`config.mk`:
```
export PLATFORM = sky130hd
export DESIGN_NAME = imem_fetch
export DESIGN_NICKNAME = d
export VERILOG_FILES = /design/src/rtl/imem_fetch_pkg.sv /design/src/rtl/fetch_fifo.sv /design/src/rtl/imem_fetch.sv
export SDC_FILE = /design/constraint.sdc
export NUM_CORES = 1
export LEC_CHECK = 0
export CAP_MARGIN = 20
export CORE_UTILIZATION = 50
export DETAILED_ROUTE_END_ITERATION = 7
export GPL_TIMING_DRIVEN = 1
export PLACE_DENSITY = 0.8
export SLEW_MARGIN = 5
export SYNTH_ARGS = -nofsm -noshare
export SYNTH_HDL_FRONTEND = slang
export SYNTH_HIERARCHICAL = 1
export SYNTH_SLANG_ARGS = --single-unit
```
`constraint.sdc`:
```
create_clock -name clk -period 9.25 [get_ports clk]
set_input_delay 0.925 -clock clk [delete_from_list [all_inputs] [get_ports clk]]
set_output_delay 0.925 -clock clk [all_outputs]
set_load 0.02 [all_outputs]
```
`src/rtl/imem_fetch_pkg.sv`:
```
// Shared constants and types for the instruction fetch slice: opcode field
// values, special instruction words and the fetch engine state encoding.
package imem_fetch_pkg;

  localparam logic [5:0] OP_ALU    = 6'h00;
  localparam logic [5:0] OP_ALUI   = 6'h01;
  localparam logic [5:0] OP_LOAD   = 6'h02;
  localparam logic [5:0] OP_STORE  = 6'h03;
  localparam logic [5:0] OP_BRANCH = 6'h04;
  localparam logic [5:0] OP_JUMP   = 6'h05;

  localparam logic [31:0] HALT_WORD = 32'hFFFF_FFFF;
  localparam logic [31:0] NOP_WORD  = 32'h0000_0000;

  // Queue entry is {pc[15:0], instr[31:0]}.
  localparam int FIFO_W = 48;

  typedef enum logic {
    RUN  = 1'b0,
    HALT = 1'b1
  } fetch_state_t;

  function automatic logic [5:0] opcode_of(input logic [31:0] instr);
    return instr[31:26];
  endfunction

endpackage

```
`src/rtl/fetch_fifo.sv`:
```
// Small circular queue with synchronous flush. Reports its fill level and
// presents zero on rdata while empty so downstream never sees stale data.
module fetch_fifo #(
  parameter int DEPTH = 2,
  parameter int WIDTH = 48
) (
  input  logic                         clk,
  input  logic                         rst,
  input  logic                         flush,
  input  logic                         push,
  input  logic                         pop,
  input  logic [WIDTH-1:0]             wdata,
  output logic [WIDTH-1:0]             rdata,
  output logic [$clog2(DEPTH+1)-1:0]   count
);

  localparam int CW = $clog2(DEPTH + 1);
  localparam int PW = (DEPTH > 1) ? $clog2(DEPTH) : 1;

  logic [WIDTH-1:0] mem [DEPTH];
  logic [PW-1:0]    rd_ptr;
  logic [PW-1:0]    wr_ptr;
  logic             do_push;
  logic             do_pop;

  function automatic logic [PW-1:0] next_ptr(input logic [PW-1:0] p);
    return (p == PW'(DEPTH - 1)) ? '0 : p + 1'b1;
  endfunction

  // A full queue only accepts a push when the head leaves in the same cycle.
  assign do_pop  = pop && (count != '0);
  assign do_push = push && ((count != CW'(DEPTH)) || do_pop);
  assign rdata   = (count != '0) ? mem[rd_ptr] : '0;

  always_ff @(posedge clk) begin
    if (rst || flush) begin
      rd_ptr <= '0;
      wr_ptr <= '0;
      count  <= '0;
    end else begin
      if (do_push) wr_ptr <= next_ptr(wr_ptr);
      if (do_pop)  rd_ptr <= next_ptr(rd_ptr);
      count <= count + CW'(do_push) - CW'(do_pop);
    end
  end

  always_ff @(posedge clk) begin
    if (do_push && !(rst || flush)) mem[wr_ptr] <= wdata;
  end

endmodule

```
`src/rtl/imem_fetch.sv`:
```
// Instruction fetch engine: walks the pc through instruction memory, queues
// {pc, word} pairs for decode, stops on erased memory and honours redirects.
module imem_fetch
  import imem_fetch_pkg::*;
#(
  parameter logic [15:0] RESET_PC = 16'h0000,
  parameter int          DEPTH    = 2
) (
  input  logic        clk,
  input  logic        rst,
  output logic [15:0] imem_addr,
  input  logic [31:0] imem_rdata,
  input  logic        redirect_valid,
  input  logic [15:0] redirect_pc,
  output logic        out_valid,
  input  logic        out_ready,
  output logic [31:0] out_instr,
  output logic [15:0] out_pc,
  output logic        halted
);

  localparam int CW = $clog2(DEPTH + 1);

  fetch_state_t      state;
  fetch_state_t      state_next;
  logic [15:0]       pc;
  logic [15:0]       pc_next;
  logic              push;
  logic              pop;
  logic              has_room;
  logic              is_halt_word;
  logic [CW-1:0]     count;
  logic [FIFO_W-1:0] head;

  assign imem_addr       = pc;
  assign out_valid       = (count != '0);
  assign {out_pc, out_instr} = head;
  assign halted          = (state == HALT);
  assign is_halt_word    = (imem_rdata == HALT_WORD);
  assign has_room        = (count < CW'(DEPTH)) || (out_valid && out_ready);
  assign pop             = out_valid && out_ready && !redirect_valid;

  // Redirect wins over everything; the flush also drops this cycle's push/pop.
  always_comb begin
    state_next = state;
    pc_next    = pc;
    push       = 1'b0;
    if (redirect_valid) begin
      state_next = RUN;
      pc_next    = redirect_pc & ~16'h0003;
    end else if (state == RUN) begin
      if (is_halt_word) begin
        state_next = HALT;
      end else if (has_room) begin
        push    = 1'b1;
        pc_next = pc + 16'd4;
      end
    end
  end

  always_ff @(posedge clk) begin
    if (rst) begin
      state <= RUN;
      pc    <= RESET_PC;
    end else begin
      state <= state_next;
      pc    <= pc_next;
    end
  end

  fetch_fifo #(
    .DEPTH (DEPTH),
    .WIDTH (FIFO_W)
  ) u_fetch_fifo (
    .clk   (clk),
    .rst   (rst),
    .flush (redirect_valid),
    .push  (push),
    .pop   (pop),
    .wdata ({pc, imem_rdata}),
    .rdata (head),
    .count (count)
  );

endmodule

```
==> impl_metrics.yaml <==
floorplanning:
  start_util_pct: 52.0
  fp.dieH_um: 103
  core_mm2: 0.00982
  die_w_um: 103
  die_area_mm2: 0.0106
  rows: 36
  io_pins: 118
power_and_ir_drop:
  p_sw_share_pct: 22.2
  p_per_area_mw_per_mm2: 190
  leakage_nw: 2.22
  comb_power_share_pct: 8.4
  clockPowerShare_pct: 46.2
  peakVddDrop_uv: 123
  p_int_w: 0.00102
  seqPwrFrac_pct: 45.4
  p_sw_w: 0.000290
  p_total_w: 0.00131
grt:
  first_global_vias: 3452
  overflow: 0
  grt_pass1_wl_um: 16600
  grt_max_degree: 49
  gr-usage-all-layers_pct: 21.2
  antenna_found_initial: 0
sta:
  hold_violations: 0
  maxSlewViolCount: 0
  rsz0062_at_grt: "false"
  fmax_ghz: 0.295
  max_slew_margin_pct: 42.1
  min_period_over_period_pct: 36.6
  finalClockSkew_ns: 0.0103
  fin_crit_ns: 3.39
  setup_viol: 0
  fin_ws_ns: 5.86
  worstMarginPinSlew_ns: 0.865
  tns_ns: 0
critical_path:
  reg2reg_from: "u_fetch_fifo/count[1]$_SDFF_PP0_"
  crit_fanout: 48
  worstPathArrival_ns: 2.46
  start_kind: "flop"
  critPathKind: "flop to primary output"
  r2r-end: "u_fetch_fifo/mem[1][19]$_DFFE_PP_"
  cp-end-kind: "primary output"
  reg2regPathDepth: 7
  cp.required_ns: 8.33
  r2r_slack_ns: 6.55
final_layout:
  syn_to_final_growth_pct: 34.8
  diodes: 0
  fillCellCount: 692
  layout-drive-gt1-share_pct: 10.3
  nNetsFinal: 555
hold_path:
  holdPathEnd: "u_fetch_fifo/wr_ptr$_SDFFE_PP0P_"
  hp-class: "flop to flop"
  hp-start: "u_fetch_fifo/wr_ptr$_SDFFE_PP0P_"
  worstHoldPathCells: 2
synth:
  synth_ff_type: "edfxtp_1"
  yosys_warnings: 6
  ys_ff_latch: 116
  netlist_instances: 380
  synthDistinctLibCells: 45
  synth_top_area_share_pct: 56.5
  synth_edf_count: 96
  synth_area_leaders: "edfxtp_1 (56%), mux2i_1 (9.6%), dfxtp_1 (7.8%), nor2_1 (5.4%), a2111oi_0 (2.9%)"
  synth_seq_area_share_pct: 64.3
  synthArstFlopShare_pct: 0
  yosysMostFrequentCell: "edfxtp_1"
  synthesis.area_mm2: 0.00510
  synth_area_per_cell_um2: 13.4
  synthTopCellsByCount: "edfxtp_1 (96), nor2_1 (74), mux2i_1 (49)"
  synth_top_area_cell: "edfxtp_1"
clock_tree:
  clk_latency_ns: 0.50
  cts_tree: "yes"
  clk_pin_slew_ns: 0.06
  ctsResizeCount: 0
  cts_sinks: 116
  clock_path_buffers: 2
  ctsHtreeMaxLevel: 4
  cts_buffers: 17
  clockRootBuffer: "clkbuf_8"
  ctsHoldBuffers: 0
  cts_setup_buffers: 0
route:
  vias: 3583
  ant_nets: 0
  drt_first_pass_iters: 4
  finalWirelength_um: 10800
  wl_per_cell_um: 16.7
  vias_per_cell: 5.55
  drcViolationCount: 0
  drt_iter0_drc: 142
place:
  place_ws_ns: 5.51
  place_congestion: 0.840
  portBuffers: 113
  place_hpwl_um: 6900
run:
  maxCapViolations: 0
outcome:
  status: "complete, no violations"
[stage by stage]
step | instance area, µm² | instances | util (%) | hold slack, ns
floorplan | 5120 | 385 | - | 0.442
global placement | 6300 | 613 | 64.2 | 0.455
detailed placement | 6300 | 613 | 64.2 | 0.470
CTS | 6860 | 645 | 69.9 | 0.483
global route | 6880 | 646 | 70.1 | 0.510
finish | 6880 | 646 | 70.1 | 0.479
[how the worst max path moves through the flow]
| stage | from | to | slack, ns | cells past startpoint |
|---|---|---|---|---|
| after floorplan | redirect_valid | u_fetch_fifo/mem[1][0]$_DFFE_PP_ | 1.71 | 7 |
| after global placement | out_ready | u_fetch_fifo/mem[1][31]$_DFFE_PP_ | 5.55 | 8 |
| after detailed placement | out_ready | u_fetch_fifo/mem[1][38]$_DFFE_PP_ | 5.51 | 8 |
| after CTS | u_fetch_fifo/count[0]$_SDFF_PP0_ | out_instr[14] | 5.70 | 3 |
| after global routing | flop | out_instr[14] | 5.74 | 4 |
| final | flop | out_instr[0] | 5.86 | 4 |
[critical path, cell delays in order (launching register included)]
cell	delay, ns
dfxtp_2	0.31
buf_4	0.63
mux2i_1	0.20
nor2_1	0.19
clkdlybuf4s50_1	0.63
[cells by family (layout without fill, tap and decap cells)]
group | count (synthesis) | count (layout) | synth area share [%]
AOI/OAI and AO/OA | 46 | 46 | 8.07
xor gates and xnor gates | 3 | 3 | 0.515
adders and majority gates | 3 | 3 | 0.736
buffers and inverters | 33 | 161 | 4.19
DFF | 116 | 116 | 64.3
muxes | 49 | 49 | 9.61
other | 1 | 6 | 0.0735
and+or+nand+nor | 129 | 129 | 12.5
[sequential cells by signal, summed over array words and instances (netlist names), named ones only]
name / cells
u_fetch_fifo/mem: 96
imem_addr: 14
u_fetch_fifo/count: 2
halted: 1
u_fetch_fifo/rd_ptr: 1
u_fetch_fifo/wr_ptr: 1
[placed cells by master, fill, tap and decap left out, types with 3 or more instances in the layout]
cell and instances:
nor3_1 4, a211o_1 7, clkdlybuf4s50_1 113, a2111oi_2 3, clkbuf_16 16, inv_1 7
ha_1 3, conb_1 6, o21ai_1 3, and4_1 5, edfxtp_1 96, nor2_1 73
buf_4 6, nand3_1 6, nand4_1 13, mux2i_1 49, clkinvlp_4 5, nand2_1 11
a2111oi_0 17, a211oi_1 5, dfxtp_1 19, clkinv_2 4
[metal layers]
metal	wire (µm)	track usage (%)	vias up
met5	0	0	-
met4	155	8.67	0
met3	711	5.29	14
met2	5470	35.3	142
met1	4420	26.4	1730
li1	-	-	1697
[power groups by stage]
stage	registers, W	logic [W]	clock network (W)
4_1_cts	0.000592	0.000109	0.000614
3_3_place_gp	0.000602	0.000107	0
6_report	0.000593	0.000110	0.000603
2_1_floorplan	0.000605	0.0000455	0
5_1_grt	0.000594	0.000118	0.000639
3_5_place_dp	0.000603	0.000109	0
[final cells by class]
| class | count | area, µm² | share of cell area, % |
|---|---|---|---|
| Tap cell | 133 | 166 | 2.42 |
| Sequential cell | 116 | 3280 | 47.7 |
| Clock inverter | 13 | 135 | 1.96 |
| Clock buffer | 19 | 422 | 6.13 |
| Inverter | 9 | 33.8 | 0.491 |
| Multi-Input combinational cell | 236 | 1640 | 23.9 |
| Timing Repair Buffer | 120 | 1200 | 17.4 |
Power figures use the tool's default switching activity.
